--- config.mk ---
export PLATFORM = sky130hd
export DESIGN_NAME = ps2_keycode_rx
export DESIGN_NICKNAME = d
export VERILOG_FILES = /design/src/rtl/ps2_keycode_rx.sv
export SDC_FILE = /design/constraint.sdc
export NUM_CORES = 1
export LEC_CHECK = 0
export CORE_MARGIN = 1.5
export CORE_UTILIZATION = 44
export DETAILED_ROUTE_END_ITERATION = 8
export PLACE_DENSITY_LB_ADDON = 0.25
export SYNTH_ARGS = -nofsm -noshare
export SYNTH_HDL_FRONTEND = slang
export SYNTH_SLANG_ARGS = --single-unit
--- constraint.sdc ---
create_clock -name Clk -period 6.3 [get_ports Clk]
set_input_delay 1.89 -clock Clk [delete_from_list [all_inputs] [get_ports Clk]]
set_output_delay 1.89 -clock Clk [all_outputs]
set_load 0.01 [all_outputs]
--- src/rtl/ps2_keycode_rx.sv ---
// ps2_keycode_rx
//   Receives PS/2 keyboard frames (scan-code set 2) and translates them into the
//   8-bit HID-style keycode bus used by the tank controllers. The most recently
//   pressed mapped key is held on 'keycode' until that key is released.
//
// Ports
//   Clk         in   system clock (50 MHz)
//   Reset       in   synchronous, active-high reset
//   ps2_clk     in   raw PS/2 clock, asynchronous
//   ps2_data    in   raw PS/2 data, asynchronous
//   keycode     out  translated held key, 8'h00 = no mapped key held
//   key_valid   out  1-cycle pulse on each accepted mapped make code
//   rx_byte     out  last correctly framed raw byte
//   rx_strobe   out  1-cycle pulse when rx_byte updates
//   parity_err  out  1-cycle pulse, byte failed odd parity
//   frame_err   out  1-cycle pulse, stop bit sampled 0
module ps2_keycode_rx #(
   parameter int FILTER_LEN     = 8,
   parameter int TIMEOUT_CYCLES = 50000
) (
   input  logic       Clk,
   input  logic       Reset,
   input  logic       ps2_clk,
   input  logic       ps2_data,
   output logic [7:0] keycode,
   output logic       key_valid,
   output logic [7:0] rx_byte,
   output logic       rx_strobe,
   output logic       parity_err,
   output logic       frame_err
);

   localparam int FW = $clog2(FILTER_LEN + 1);
   localparam int TW = $clog2(TIMEOUT_CYCLES + 1);

   typedef enum logic [1:0] {B_IDLE, B_DATA, B_PARITY, B_STOP} bit_state_t;
   typedef enum logic [1:0] {P_NORM, P_EXT, P_BRK, P_EXTBRK} pfx_state_t;

   function automatic logic [7:0] map_code(input logic [7:0] code, input logic ext);
      logic [7:0] k;
      case ({ext, code})
         9'h01D:  k = 8'h1A;   // W
         9'h01B:  k = 8'h16;   // S
         9'h01C:  k = 8'h04;   // A
         9'h023:  k = 8'h07;   // D
         9'h029:  k = 8'h2C;   // space
         9'h05A:  k = 8'h28;   // enter
         9'h175:  k = 8'h52;   // up
         9'h172:  k = 8'h51;   // down
         9'h16B:  k = 8'h50;   // left
         9'h174:  k = 8'h4F;   // right
         default: k = 8'h00;
      endcase
      return k;
   endfunction

   // Synchronizer stages (reset to the idle-high bus level)
   logic          ps2_clk_p0, ps2_clk_p1;
   logic          ps2_data_p0, ps2_data_p1;
   // Glitch filter
   logic [FW-1:0] flt_cnt;
   logic          filt_clk, filt_clk_q;
   logic          fall;
   // Bit FSM
   bit_state_t    bstate;
   logic [2:0]    bit_cnt;
   logic [7:0]    shift;
   logic          par_bit;
   logic [TW-1:0] tmo_cnt;
   logic          tmo_abort;
   // Prefix FSM
   pfx_state_t    pstate;
   logic [7:0]    mapped;

   // ---- stage: pin synchronizer and clock filter ----
   always_ff @(posedge Clk) begin
      if (Reset) begin
         ps2_clk_p0  <= 1'b1;
         ps2_clk_p1  <= 1'b1;
         ps2_data_p0 <= 1'b1;
         ps2_data_p1 <= 1'b1;
         flt_cnt     <= '0;
         filt_clk    <= 1'b1;
         filt_clk_q  <= 1'b1;
      end else begin
         ps2_clk_p0  <= ps2_clk;
         ps2_clk_p1  <= ps2_clk_p0;
         ps2_data_p0 <= ps2_data;
         ps2_data_p1 <= ps2_data_p0;
         filt_clk_q  <= filt_clk;
         // The level flips on the FILTER_LEN-th consecutive disagreeing sample;
         // any agreeing sample restarts the count.
         if (ps2_clk_p1 != filt_clk) begin
            if (flt_cnt == FW'(FILTER_LEN - 1)) begin
               filt_clk <= ~filt_clk;
               flt_cnt  <= '0;
            end else begin
               flt_cnt <= flt_cnt + 1'b1;
            end
         end else begin
            flt_cnt <= '0;
         end
      end
   end

   assign fall = filt_clk_q & ~filt_clk;

   // ---- stage: bit FSM, byte checks and timeout ----
   always_ff @(posedge Clk) begin
      if (Reset) begin
         bstate     <= B_IDLE;
         bit_cnt    <= '0;
         shift      <= '0;
         par_bit    <= 1'b0;
         tmo_cnt    <= '0;
         tmo_abort  <= 1'b0;
         rx_byte    <= '0;
         rx_strobe  <= 1'b0;
         parity_err <= 1'b0;
         frame_err  <= 1'b0;
      end else begin
         rx_strobe  <= 1'b0;
         parity_err <= 1'b0;
         frame_err  <= 1'b0;
         tmo_abort  <= 1'b0;
         // An edge always takes priority over an expiring timeout.
         if (fall) begin
            tmo_cnt <= '0;
            case (bstate)
               B_IDLE: begin
                  if (!ps2_data_p1) begin
                     bstate  <= B_DATA;
                     bit_cnt <= '0;
                  end
               end
               B_DATA: begin
                  shift   <= {ps2_data_p1, shift[7:1]};
                  bit_cnt <= bit_cnt + 1'b1;
                  if (bit_cnt == 3'd7) bstate <= B_PARITY;
               end
               B_PARITY: begin
                  par_bit <= ps2_data_p1;
                  bstate  <= B_STOP;
               end
               default: begin
                  if (^{shift, par_bit} != 1'b1) begin
                     parity_err <= 1'b1;
                  end else if (!ps2_data_p1) begin
                     frame_err <= 1'b1;
                  end else begin
                     rx_byte   <= shift;
                     rx_strobe <= 1'b1;
                  end
                  bstate <= B_IDLE;
               end
            endcase
         end else if (bstate != B_IDLE) begin
            if (tmo_cnt == TW'(TIMEOUT_CYCLES - 1)) begin
               bstate    <= B_IDLE;
               tmo_cnt   <= '0;
               tmo_abort <= 1'b1;
            end else begin
               tmo_cnt <= tmo_cnt + 1'b1;
            end
         end else begin
            tmo_cnt <= '0;
         end
      end
   end

   assign mapped = map_code(rx_byte, (pstate == P_EXT) || (pstate == P_EXTBRK));

   // ---- stage: prefix decode and held keycode ----
   always_ff @(posedge Clk) begin
      if (Reset) begin
         pstate    <= P_NORM;
         keycode   <= '0;
         key_valid <= 1'b0;
      end else begin
         key_valid <= 1'b0;
         if (parity_err || frame_err || tmo_abort) begin
            pstate <= P_NORM;
         end else if (rx_strobe) begin
            case (pstate)
               P_NORM: begin
                  if (rx_byte == 8'hE0) begin
                     pstate <= P_EXT;
                  end else if (rx_byte == 8'hF0) begin
                     pstate <= P_BRK;
                  end else if (mapped != 8'h00) begin
                     keycode   <= mapped;
                     key_valid <= 1'b1;
                  end
               end
               P_EXT: begin
                  if (rx_byte == 8'hF0) begin
                     pstate <= P_EXTBRK;
                  end else begin
                     if (mapped != 8'h00) begin
                        keycode   <= mapped;
                        key_valid <= 1'b1;
                     end
                     pstate <= P_NORM;
                  end
               end
               default: begin
                  // Release clears only if it is the key currently held.
                  if (mapped != 8'h00 && mapped == keycode) keycode <= 8'h00;
                  pstate <= P_NORM;
               end
            endcase
         end
      end
   end

endmodule

# Yosys cells after proc, flatten, opt, wreduce, memory -nomap -nowiden
# Index checks and enable logic that the tools add are counted.
# Widths: inputs -> output; s select.
# word_totals
inputBits,4
elab_cells,113
regBits,63
# op_classes
n_mux,26
addsub,3
n_reduce_logical,29
n_eq_ne,26
bitwise,9
# ops
operator,n
$pmux 7 s10,1
$eq 9x9->1 const B,4
$mux 8,4
$eq 9x5->1 const B,3
$eq 9x6->1 const B,2
$add 16x1->16 const B,1
$eq 16x16->1 const B,1
$eq 8x8->1 const B,2
$mux 2,8
$pmux 8 s2,1
$reduce_and 4->1,3
$reduce_or 3->1,4
$eq 9x7->1 const B,1
$ne 3x3->1 const B,3
$reduce_xor 9->1,1
$eq 8x8->1,1
$not 1->1,8
$reduce_and 2->1,4
$reduce_bool 2->1,4
$reduce_bool 8->1,1
$mux 1,7
$pmux 2 s3,1
$pmux 3 s2,1
$reduce_or 6->1,1
other kinds (20),26

# Depth between registers and ports, before layout
# Gate-level depths: netlist of run 1.
# depth
ltp_word,9
mapped_depth,8
mapped_depth_nobuf,7

# Least setup slack after synthesis of run 1
# No wires, ideal clock.
# synth_path
kind,input-to-reg
start,input Reset
end,register keycode[1]
t_arrival_ps,3005
path_stages,6
setup_slack_ps,3208
n_path_buf,0
setup_time_ps,87
path_cell_list,or4_1 -> nor2_1 -> o311ai_2 -> a31oi_1 -> a31oi_1 -> o31ai_1
# synth_rtl
item,line_no,source
from (decl),22,"input logic Reset,"
to (signal assigned),191,keycode <= mapped;
to (signal assigned),200,keycode <= mapped;
to (decl),25,"output logic [7:0] keycode,"

==> results of run 1 <==
## cell usage in the layout (no fill, tap or decap), types with 4 or more instances in the layout
cell / netlist / layout
ha_1: 8 / 8
a32oi_1: 6 / 6
dfxtp_1: 62 / 62
clkbuf_8: 0 / 12
nor3b_1: 4 / 4
nand2_1: 35 / 35
nor2_1: 47 / 47
nand4_1: 5 / 5
or2_2: 5 / 5
a31oi_1: 6 / 6
inv_1: 7 / 7
and3_1: 5 / 5
clkdlybuf4s50_1: 0 / 22
xnor2_1: 16 / 16
nand3_1: 20 / 20
o31ai_1: 8 / 8
a21oi_1: 16 / 16
nor3_1: 7 / 7
and3b_1: 5 / 5
mux2i_1: 9 / 9
xor2_1: 15 / 15
## area by class of cell
class,count,area (sq um)
fillers,637,3270
multi-input cells,268,1740
flip-flops and latches,62,1240
repair buffers,23,228
clock buffers,13,169
well taps,96,120
inverters,7,26.3
clock inverters,1,5.00
## synthesized netlist by cell type (all sizes together) (3+ instances only)
library cell  instances  area share
nor2b                 3      0.0061
nor4b                 3      0.0085
nor3b                 4      0.0098
ha                    8       0.033
nand2                35       0.043
o31ai                 8       0.020
nand4                 5       0.010
a21oi                16       0.026
and3                  5       0.010
dfxtp                62        0.40
mux2i                 9       0.029
a21boi                3       0.011
clkbuf               10       0.012
or4                   4       0.011
nand2b                3      0.0061
buf                   6       0.011
or2                   5       0.010
xor2                 15       0.043
a31oi                 6       0.012
nor4                  4       0.010
o21ai                 4      0.0065
a32oi                 6       0.017
nor2                 47       0.057
nor3                  7       0.011
nand3                20       0.033
xnor2                16       0.046
and3b                 5       0.014
inv                   7      0.0085
## power groups by stage
stage / logic (uW) / registers, uW / clock network (uW)
2_1_floorplan: 6.31 / 403 / 0
3_3_place_gp: 9.14 / 403 / 0
3_5_place_dp: 9.41 / 403 / 0
4_1_cts: 9.39 / 394 / 320
5_1_grt: 10.3 / 394 / 337
6_report: 9.32 / 394 / 310
## stage by stage
step / worst slack, ns / power [uW] / hold slack, ns / util / area, sq um
6_report: 2.72 / 714 / 0.405 / 0.519 / 3530
5_1_grt: 2.59 / 741 / 0.426 / 0.519 / 3530
4_1_cts: 2.75 / 724 / 0.406 / 0.519 / 3530
3_5_place_dp: 2.40 / 412 / 0.396 / 0.494 / 3350
3_3_place_gp: 2.44 / 412 / 0.393 / 0.494 / 3350
2_1_floorplan: 3.21 / 409 / 0.389 / - / 3080
## flip-flops by register name, summed over array words and instances (netlist names), 2 cells and up
register	count
pstate	2
flt_cnt	4
rx_byte	8
shift	8
bstate	2
tmo_cnt	16
keycode	7
bit_cnt	3
## per-layer routing
layer,vias up,track usage
li1,1289,-
met1,1166,0.251
met2,39,0.279
met3,8,0.0371
met4,0,0.106
met5,-,0
## worst max-delay path, stage by stage
cell	delay, ns
clkdlybuf4s50_1	0.40
buf_4	0.26
or4_1	0.60
nor2_1	0.14
o311ai_2	0.18
inv_1	0.17
a32oi_1	0.08
o31ai_1	0.10
## cell families (layout without fill, tap and decap cells)
group | count (synthesis) | count (layout) | share of synthesized area
fa+ha+maj | 8 | 8 | 0.0325
flops | 62 | 62 | 0.404
simple gates | 165 | 165 | 0.284
xor+xnor | 31 | 31 | 0.0883
mux | 9 | 9 | 0.0293
buf+inv | 23 | 44 | 0.0313
compound gates | 54 | 54 | 0.130
other cells | 1 | 1 | 0.00122
## final timing paths
check,start,end,slack [ns],cells after the start
min,ps2_clk_p0,ps2_clk_p1,0.41,1
min reg2reg,ps2_clk_p0,ps2_clk_p1,0.41,1
max reg2reg,rx_byte[1],keycode[3],3.35,7
max,Reset,keycode[4],2.72,8
==> reports/qor.csv, run 1 <==
stage,metric,value,unit
detailed_routing,detailed-route vias per instance,5.32,
sta,minimum clock period,3.58,ns
yosys,Post-Syn Area,0.00308,sq mm
layout,Layout Area Growth over Synthesis,14.7,%
yosys,syn_area_per_cell,8.71,sq um
detailed_routing,Total Routed Length,6260,um
detailed_routing,Post-DRT Antenna Nets,0,
critical_path,CP endpoint kind,register,
power_and_ir_drop,switching share of total power,0.205,
global_route,Congestion Overflow GR,0,
placed_design,Placer Congestion,0.878,
floorplan,Core Region,0.00679,sq mm
placed_design,IO buf count,22,
yosys,most common flop cell mapped by yosys,dfxtp_1,
clock_tree,clock slew at reported path FFs,0.06,ns
clock_tree,CTS tree,built,
detailed_routing,M1 WL,3120,um
floorplan,Starting Density,0.453,
status,status,completed,
sta,max-slew violations,0,
yosys,"FF+latch count, synth",62,
yosys,"Distinct cells, synth",54,
floorplan,num ports,24,
power_and_ir_drop,pwr/cell area,202,mW/mm^2
floorplan,Core Rows,30,
critical_path,WP data arrival,3.82,ns
placed_design,DP HPWL,4250,um
clock_tree,maximum root-to-sink buffer count,2,
global_route,first-pass GRT wire length,10900,um
yosys,synthesized netlist cell count,353,
clock_tree,Hold Buf Count CTS,0,
detailed_routing,DRT iter0 DRCs,171,
yosys,sequential area share after synthesis,0.404,
global_route,vias in the first global route,2375,
yosys,async set-reset flop share out of synthesis,0,
sta,RSZ-0062 raised after global routing,no,
clock_tree,post-CTS sizing,0,
detailed_routing,Detailed Routing Iterations Pass 1,4,
global_route,largest net degree at the start of global routing,42,
placed_design,dpl cells,456,
sta,fin crit share,0.568,
sta,endpoints failing setup,0,
global_route,initial antenna violation count,0,
detailed_routing,metal3 WL,228,um
layout,post-route insts no fill,470,
power_and_ir_drop,maximum VDD drop,0.181,mV
detailed_routing,DRC Markers,0,
clock_tree,Post CTS Setup Buffer Count,0,
power_and_ir_drop,leakage,0.00117,uW
clock_tree,worst skew pair latency,0.33,ns
detailed_routing,top sig layer,met4,
sta,clock skew,0.00703,ns
sta,Final Hold Viols,0,
layout,# diodes,0,
layout,layout cells sized above 1,0.0749,
min_path,min-delay worst type,reg -> reg,
detailed_routing,Met2 Routed Length,2790,um
critical_path,Critical Path RT,6.55,ns
detailed_routing,vias,2502,
power_and_ir_drop,Int Pwr,567,uW
critical_path,Worst Setup Start Kind,input pin,
critical_path,critical path type,in -> reg,
clock_tree,H-tree depth,3,
yosys,syn nets,365,
floorplan,Die W,86.6,um
floorplan,die area,0.00750,sq mm
power_and_ir_drop,Switching Power,147,uW
floorplan,die height,86.6,um
power_and_ir_drop,clock share of power,0.434,
clock_tree,TritonCTS Buffers,9,
yosys,number of synthesized flops with an enable pin,0,
clock_tree,clock sink total,62,
critical_path,CP Max Fanout,41,
power_and_ir_drop,Flop pwr share,0.552,
detailed_routing,Routed WL per cell,13.3,um
yosys,Synth Warn #,0,
sta,Setup TNS,0,ns
sta,Max Clock Freq,0.280,GHz
sta,Least-Margin Pin Slew,1.00,ns
clock_tree,CTS Root Cell,clkbuf_8,
power_and_ir_drop,combinational share of power,0.013,
global_route,GRT Util Overall,0.187,
layout,NumNets Final,383,
run,Max-Cap Viols,0,
sta,slew margin rel.,0.329,
Note: power is estimated with default switching activity, not from simulation.
==> run 2: changes to the inputs <==
- clock period: 6.3 -> 3.4 ns (I/O delays scaled with it)
==> reports/qor.csv, run 2 (synthesized netlist as in run 1, its figures left out) <==
stage,metric,value,unit,change
floorplan,die area,0.00750,sq mm,unchanged
sta,Setup TNS,0,ns,unchanged
clock_tree,Post CTS Setup Buffer Count,0,,unchanged
critical_path,CP top delay family,simple AND/OR/NAND/NOR gates,,
sta,clock skew,0.0116,ns,+0.00457 ns
power_and_ir_drop,pwr/cell area,409,mW/mm^2,+100%
floorplan,Starting Density,0.453,,unchanged
critical_path,CP endpoint kind,register,,
sta,hold_ws,0.412,ns,+0.00738 ns
placed_design,IO buf count,22,,unchanged
placed_design,DP HPWL,4380,um,+3.1%
layout,"most common cell after layout, fill and taps aside",dfxtp_1,,
critical_path,CP max stage cell,dfxtp_1,,
placed_design,Placer Congestion,0.841,,-4.3%
global_route,Top Usage Layer GRT,met2,,
layout,NumNets Final,384,,+0.26%
floorplan,Die W,86.6,um,unchanged
detailed_routing,vias,2550,,+1.9%
power_and_ir_drop,maximum VDD drop,0.299,mV,+65%
sta,endpoints failing setup,0,,unchanged
sta,minimum clock period,2.82,ns,
clock_tree,worst skew pair latency,0.34,ns,about the same
critical_path,critical path type,reg -> reg,,
min_path,min-delay worst type,reg -> reg,,
sta,RSZ-0062 raised after global routing,no,,
global_route,initial antenna violation count,0,,unchanged
critical_path,worst-path cell chain,nand4bb_1 -> or4_4 -> a21boi_4 -> xor2_1 -> or4_1 -> a211oi_4 -> o31ai_1,,
detailed_routing,detailed-route vias per instance,5.39,,+1.3%
critical_path,CP bufs+invs,0,,-3
layout,Regs by FF count,"tmo_cnt x16, rx_byte x8, shift x8",,
clock_tree,clock slew at reported path FFs,0.07,ns,about the same
sta,Final Hold Viols,0,,unchanged
clock_tree,CTS Root Cell,clkbuf_8,,
detailed_routing,Detailed Routing Iterations Pass 1,4,,unchanged
sta,fin crit share,0.830,,
global_route,Congestion Overflow GR,0,,unchanged
clock_tree,Hold Buf Count CTS,0,,unchanged
sta,slew margin rel.,0.416,,+0.0875
detailed_routing,Routed WL per cell,13.5,um,+1.2%
sta,max-slew violations,0,,unchanged
sta,Least-Margin Pin Slew,0.862,ns,-0.143 ns
layout,layout cells sized above 1,0.0849,,+0.0100
critical_path,Worst Setup Start Kind,register,,
detailed_routing,Post-DRT Antenna Nets,0,,unchanged
status,status,completed,,
global_route,GRT Util Overall,0.182,,-0.00476
floorplan,die height,86.6,um,unchanged
layout,# diodes,0,,unchanged
global_route,grt met3 use,0.0543,,+0.0171
layout,max reg flops,16,,unchanged
layout,Top reg by flops,tmo_cnt,,
global_route,first-pass GRT wire length,10900,um,-0.76%
layout,Layout Area Growth over Synthesis,16.5,%,
floorplan,Core Rows,30,,unchanged
critical_path,max incr delay on CP,0.58,ns,-0.02 ns
detailed_routing,DRT iter0 DRCs,112,,-35%
clock_tree,TritonCTS Buffers,9,,unchanged
global_route,vias in the first global route,2354,,-0.88%
critical_path,Critical Path RT,3.61,ns,-2.94 ns
clock_tree,clock sink total,62,,unchanged
layout,most frequent cells in the layout,"62 x dfxtp_1, 47 x nor2_1, 35 x nand2_1",,
critical_path,CP Max Fanout,13,,-68%
clock_tree,post-CTS sizing,0,,unchanged
clock_tree,CTS tree,built,,
global_route,GR Layer Usage met1,0.238,,-0.0125
global_route,met2 global-route usage,0.281,,+0.00213
floorplan,num ports,24,,unchanged
clock_tree,maximum root-to-sink buffer count,2,,unchanged
floorplan,Core Region,0.00679,sq mm,unchanged
global_route,largest net degree at the start of global routing,41,,-2.4%
sta,Max Clock Freq,0.354,GHz,
clock_tree,H-tree depth,3,,unchanged
detailed_routing,Total Routed Length,6380,um,+1.9%
run,Max-Cap Viols,0,,unchanged
detailed_routing,DRC Markers,0,,unchanged
critical_path,WP data arrival,3.03,ns,-0.79 ns
power_and_ir_drop,leakage,0.00119,uW,+1.7%
-- run 2: layout make-up --
cell class / instances / area [sq um]
Clock buffer: 9 / 124
Clock inverter: 7 / 97.6
Fill cell: 626 / 3210
Inverter: 7 / 26.3
Multi-Input combinational cell: 268 / 1740
Sequential cell: 62 / 1240
Tap cell: 96 / 120
Timing Repair Buffer: 24 / 235
-- run 2: per-layer routing --
metal | up-vias | wire, um
met4 | 0 | 118
met3 | 14 | 236
met5 | - | 0
met1 | 1199 | 3160
met2 | 45 | 2870
li1 | 1292 | -
-- run 2: worst register-to-register path, cell delays in order (launching register included) --
cell	delay (ns)
dfxtp_1	0.58
nand4bb_1	0.22
or4_4	0.53
a21boi_4	0.23
xor2_1	0.09
or4_1	0.52
a211oi_4	0.40
o31ai_1	0.12
-- run 2: through the flow --
stage	utilization	total power [uW]	instances	setup slack (ns)	instance area [sq um]
global route	0.527	1520	473	0.393	3580
CTS	0.527	1480	473	0.620	3580
finish	0.527	1470	473	0.579	3580
global placement	0.495	764	457	0.640	3360
detailed placement	0.495	764	457	0.623	3360
floorplan	-	758	353	0.929	3080
-- run 2: path summary, 6_finish.rpt --
kind	start	endpoint	slack, ns	cells past startpoint
worst max-delay path	rx_byte[1]	keycode[4]	0.58	7
worst max register to register	rx_byte[1]	keycode[4]	0.58	7
worst min-delay path	ps2_clk_p0	ps2_clk_p1	0.41	1
worst min register to register	ps2_clk_p0	ps2_clk_p1	0.41	1
-- run 2: report_power, final --
| group | total [uW] | leakage, uW | internal (uW) | switching, uW |
|---|---|---|---|---|
| Combinational | 17.3 | 0.000588 | 6.41 | 10.9 |
| Sequential | 730 | 0.000500 | 728 | 1.47 |
| Clock | 720 | 0.000106 | 415 | 305 |
| Total | 1470 | 0.00119 | 1150 | 318 |
==> run 3: changes to the inputs <==
- clock period: 3.4 -> 2.8 ns (I/O delays scaled with it)
==> reports/qor.csv, run 3 (synthesized netlist as in run 1, its figures left out) <==
stage,metric,value,unit,change
placed_design,Placer Congestion,0.819,,-2.5%
floorplan,Core Rows,30,,unchanged
run,Max-Cap Viols,0,,unchanged
sta,Setup TNS,0,ns,unchanged
critical_path,CP max stage cell,or4_4,,
critical_path,CP endpoint kind,register,,
detailed_routing,vias,2550,,unchanged
layout,layout cells sized above 1,0.0990,,+0.0141
floorplan,Starting Density,0.453,,unchanged
layout,max reg flops,16,,unchanged
sta,Max Clock Freq,0.378,GHz,+6.8%
floorplan,num ports,24,,unchanged
sta,max-slew violations,0,,unchanged
global_route,vias in the first global route,2458,,+4.4%
clock_tree,CTS Root Cell,clkbuf_8,,
detailed_routing,Routed WL per cell,13.4,um,-0.70%
critical_path,Critical Path RT,3.01,ns,-0.60 ns
global_route,initial antenna violation count,0,,unchanged
floorplan,die height,86.6,um,unchanged
global_route,first-pass GRT wire length,11100,um,+2.5%
critical_path,Worst Setup Start Kind,register,,
detailed_routing,Detailed Routing Iterations Pass 1,4,,unchanged
sta,Final Hold Viols,0,,unchanged
layout,Top reg by flops,tmo_cnt,,
layout,NumNets Final,392,,+2.1%
clock_tree,Post CTS Setup Buffer Count,0,,unchanged
clock_tree,worst skew pair latency,0.34,ns,about the same
detailed_routing,Post-DRT Antenna Nets,0,,unchanged
clock_tree,clock slew at reported path FFs,0.07,ns,about the same
clock_tree,maximum root-to-sink buffer count,2,,unchanged
critical_path,worst reg2reg startpoint,rx_byte[7],,
sta,fin crit share,0.944,,+0.114
clock_tree,post-CTS sizing,0,,unchanged
detailed_routing,detailed-route vias per instance,5.31,,-1.5%
floorplan,Die W,86.6,um,unchanged
clock_tree,H-tree depth,3,,unchanged
detailed_routing,DRT iter0 DRCs,151,,+35%
power_and_ir_drop,maximum VDD drop,0.456,mV,+53%
layout,most frequent cells in the layout,"62 x dfxtp_1, 47 x nor2_1, 35 x nand2_1",,
critical_path,CP Max Fanout,7,,-6
global_route,Congestion Overflow GR,0,,unchanged
clock_tree,Hold Buf Count CTS,0,,unchanged
layout,Layout Area Growth over Synthesis,17.7,%,
sta,final setup margin,0.158,ns,-0.421 ns
global_route,largest net degree at the start of global routing,41,,unchanged
detailed_routing,DRC Markers,0,,unchanged
power_and_ir_drop,pwr/cell area,465,mW/mm^2,+14%
critical_path,critical path type,reg -> reg,,
sta,minimum clock period,2.64,ns,-0.179 ns
floorplan,die area,0.00750,sq mm,unchanged
layout,# diodes,0,,unchanged
min_path,Worst Hold Depth,1,,unchanged
critical_path,max incr delay on CP,0.54,ns,-0.04 ns
min_path,min-delay worst type,reg -> reg,,
critical_path,worst-path cell chain,nand4bb_1 -> or4_4 -> a21boi_4 -> xor2_1 -> or4_1 -> a211oi_4 -> o31ai_1,,
detailed_routing,Total Routed Length,6430,um,+0.77%
critical_path,CP top delay family,simple AND/OR/NAND/NOR gates,,
power_and_ir_drop,leakage,0.00123,uW,+3.2%
clock_tree,clock sink total,62,,unchanged
placed_design,dpl ws,0.180,ns,-0.443 ns
sta,slew margin rel.,0.653,,+0.237
sta,Least-Margin Pin Slew,0.521,ns,-0.341 ns
clock_tree,TritonCTS Buffers,9,,unchanged
critical_path,FF-to-FF path depth,7,,unchanged
critical_path,Worst R2R End,keycode[5],,
layout,"most common cell after layout, fill and taps aside",dfxtp_1,,
critical_path,WP data arrival,2.86,ns,-0.17 ns
layout,Regs by FF count,"tmo_cnt x16, rx_byte x8, shift x8",,
min_path,Hold EP,ps2_clk_p1,,
placed_design,IO buf count,22,,unchanged
sta,endpoints failing setup,0,,unchanged
sta,RSZ-0062 raised after global routing,no,,
sta,clock skew,0.0105,ns,-0.00115 ns
critical_path,reg2reg setup slack,0.16,ns,-0.42 ns
floorplan,Core Region,0.00679,sq mm,unchanged
placed_design,DP HPWL,4510,um,+3.1%
min_path,Hold Startpoint,ps2_clk_p0,,
critical_path,CP bufs+invs,0,,unchanged
status,status,completed,,
global_route,GRT Util Overall,0.187,,+0.00510
clock_tree,CTS tree,built,,
[run 3: cell count changes in the layout (fill, tap and decap cells not counted)]
cell	previous run	this run
clkinvlp_4	2	0
bufinv_16	2	1
clkbuf_8	9	11
buf_4	2	10
inv_6	1	0
clkbuf_1	0	1
[run 3: cell type report]
type / count / area (sq um)
Multi-Input combinational cell: 268 / 1740
Sequential cell: 62 / 1240
Timing Repair Buffer: 32 / 295
Clock inverter: 3 / 43.8
Fill cell: 632 / 3170
Clock buffer: 12 / 155
Inverter: 7 / 26.3
Tap cell: 96 / 120
[run 3: how the worst max path moves through the flow]
stage                 endpoint  cells after the start  slack (ns)  startpoint
floorplan           keycode[0]                      7        0.33  rx_byte[7]
global placement    keycode[3]                      7        0.23  rx_byte[7]
detailed placement  keycode[5]                      7        0.18  rx_byte[7]
CTS                 keycode[5]                      7        0.18  rx_byte[7]
global route        keycode[3]                      7        0.04  rx_byte[4]
finish              keycode[5]                      7        0.16  rx_byte[7]
[run 3: report_power, final]
group	total [uW]	internal, uW	switching (uW)
combinational	21.1	7.79	13.3
sequential	887	885	1.85
clock	777	455	322
[run 3: layer usage]
layer	up-vias	track usage	share of wire
li1	1309	-	-
met1	1201	0.230	0.50
met2	31	0.312	0.46
met3	9	0.0581	0.029
met4	0	0.0587	0.012
met5	-	0	0
[run 3: metrics by stage]
step	hold slack [ns]	power, uW	cells	util	area, sq um
final	0.410	1680	480	0.533	3620
after global routing	0.423	1750	480	0.533	3620
after CTS	0.412	1710	480	0.533	3620
after detailed placement	0.396	928	465	0.503	3420
after global placement	0.392	928	465	0.503	3420
after floorplan	0.389	920	353	-	3080
[run 3: worst register-to-register path, delay by kind of cell (launching register included)]
| kind | cells | cell delay (ns) |
|---|---|---|
| DFF | 1 | 0.30 |
| and+or+nand+nor | 3 | 1.34 |
| xor gates and xnor gates | 1 | 0.09 |
| AOI/OAI and AO/OA | 3 | 0.80 |
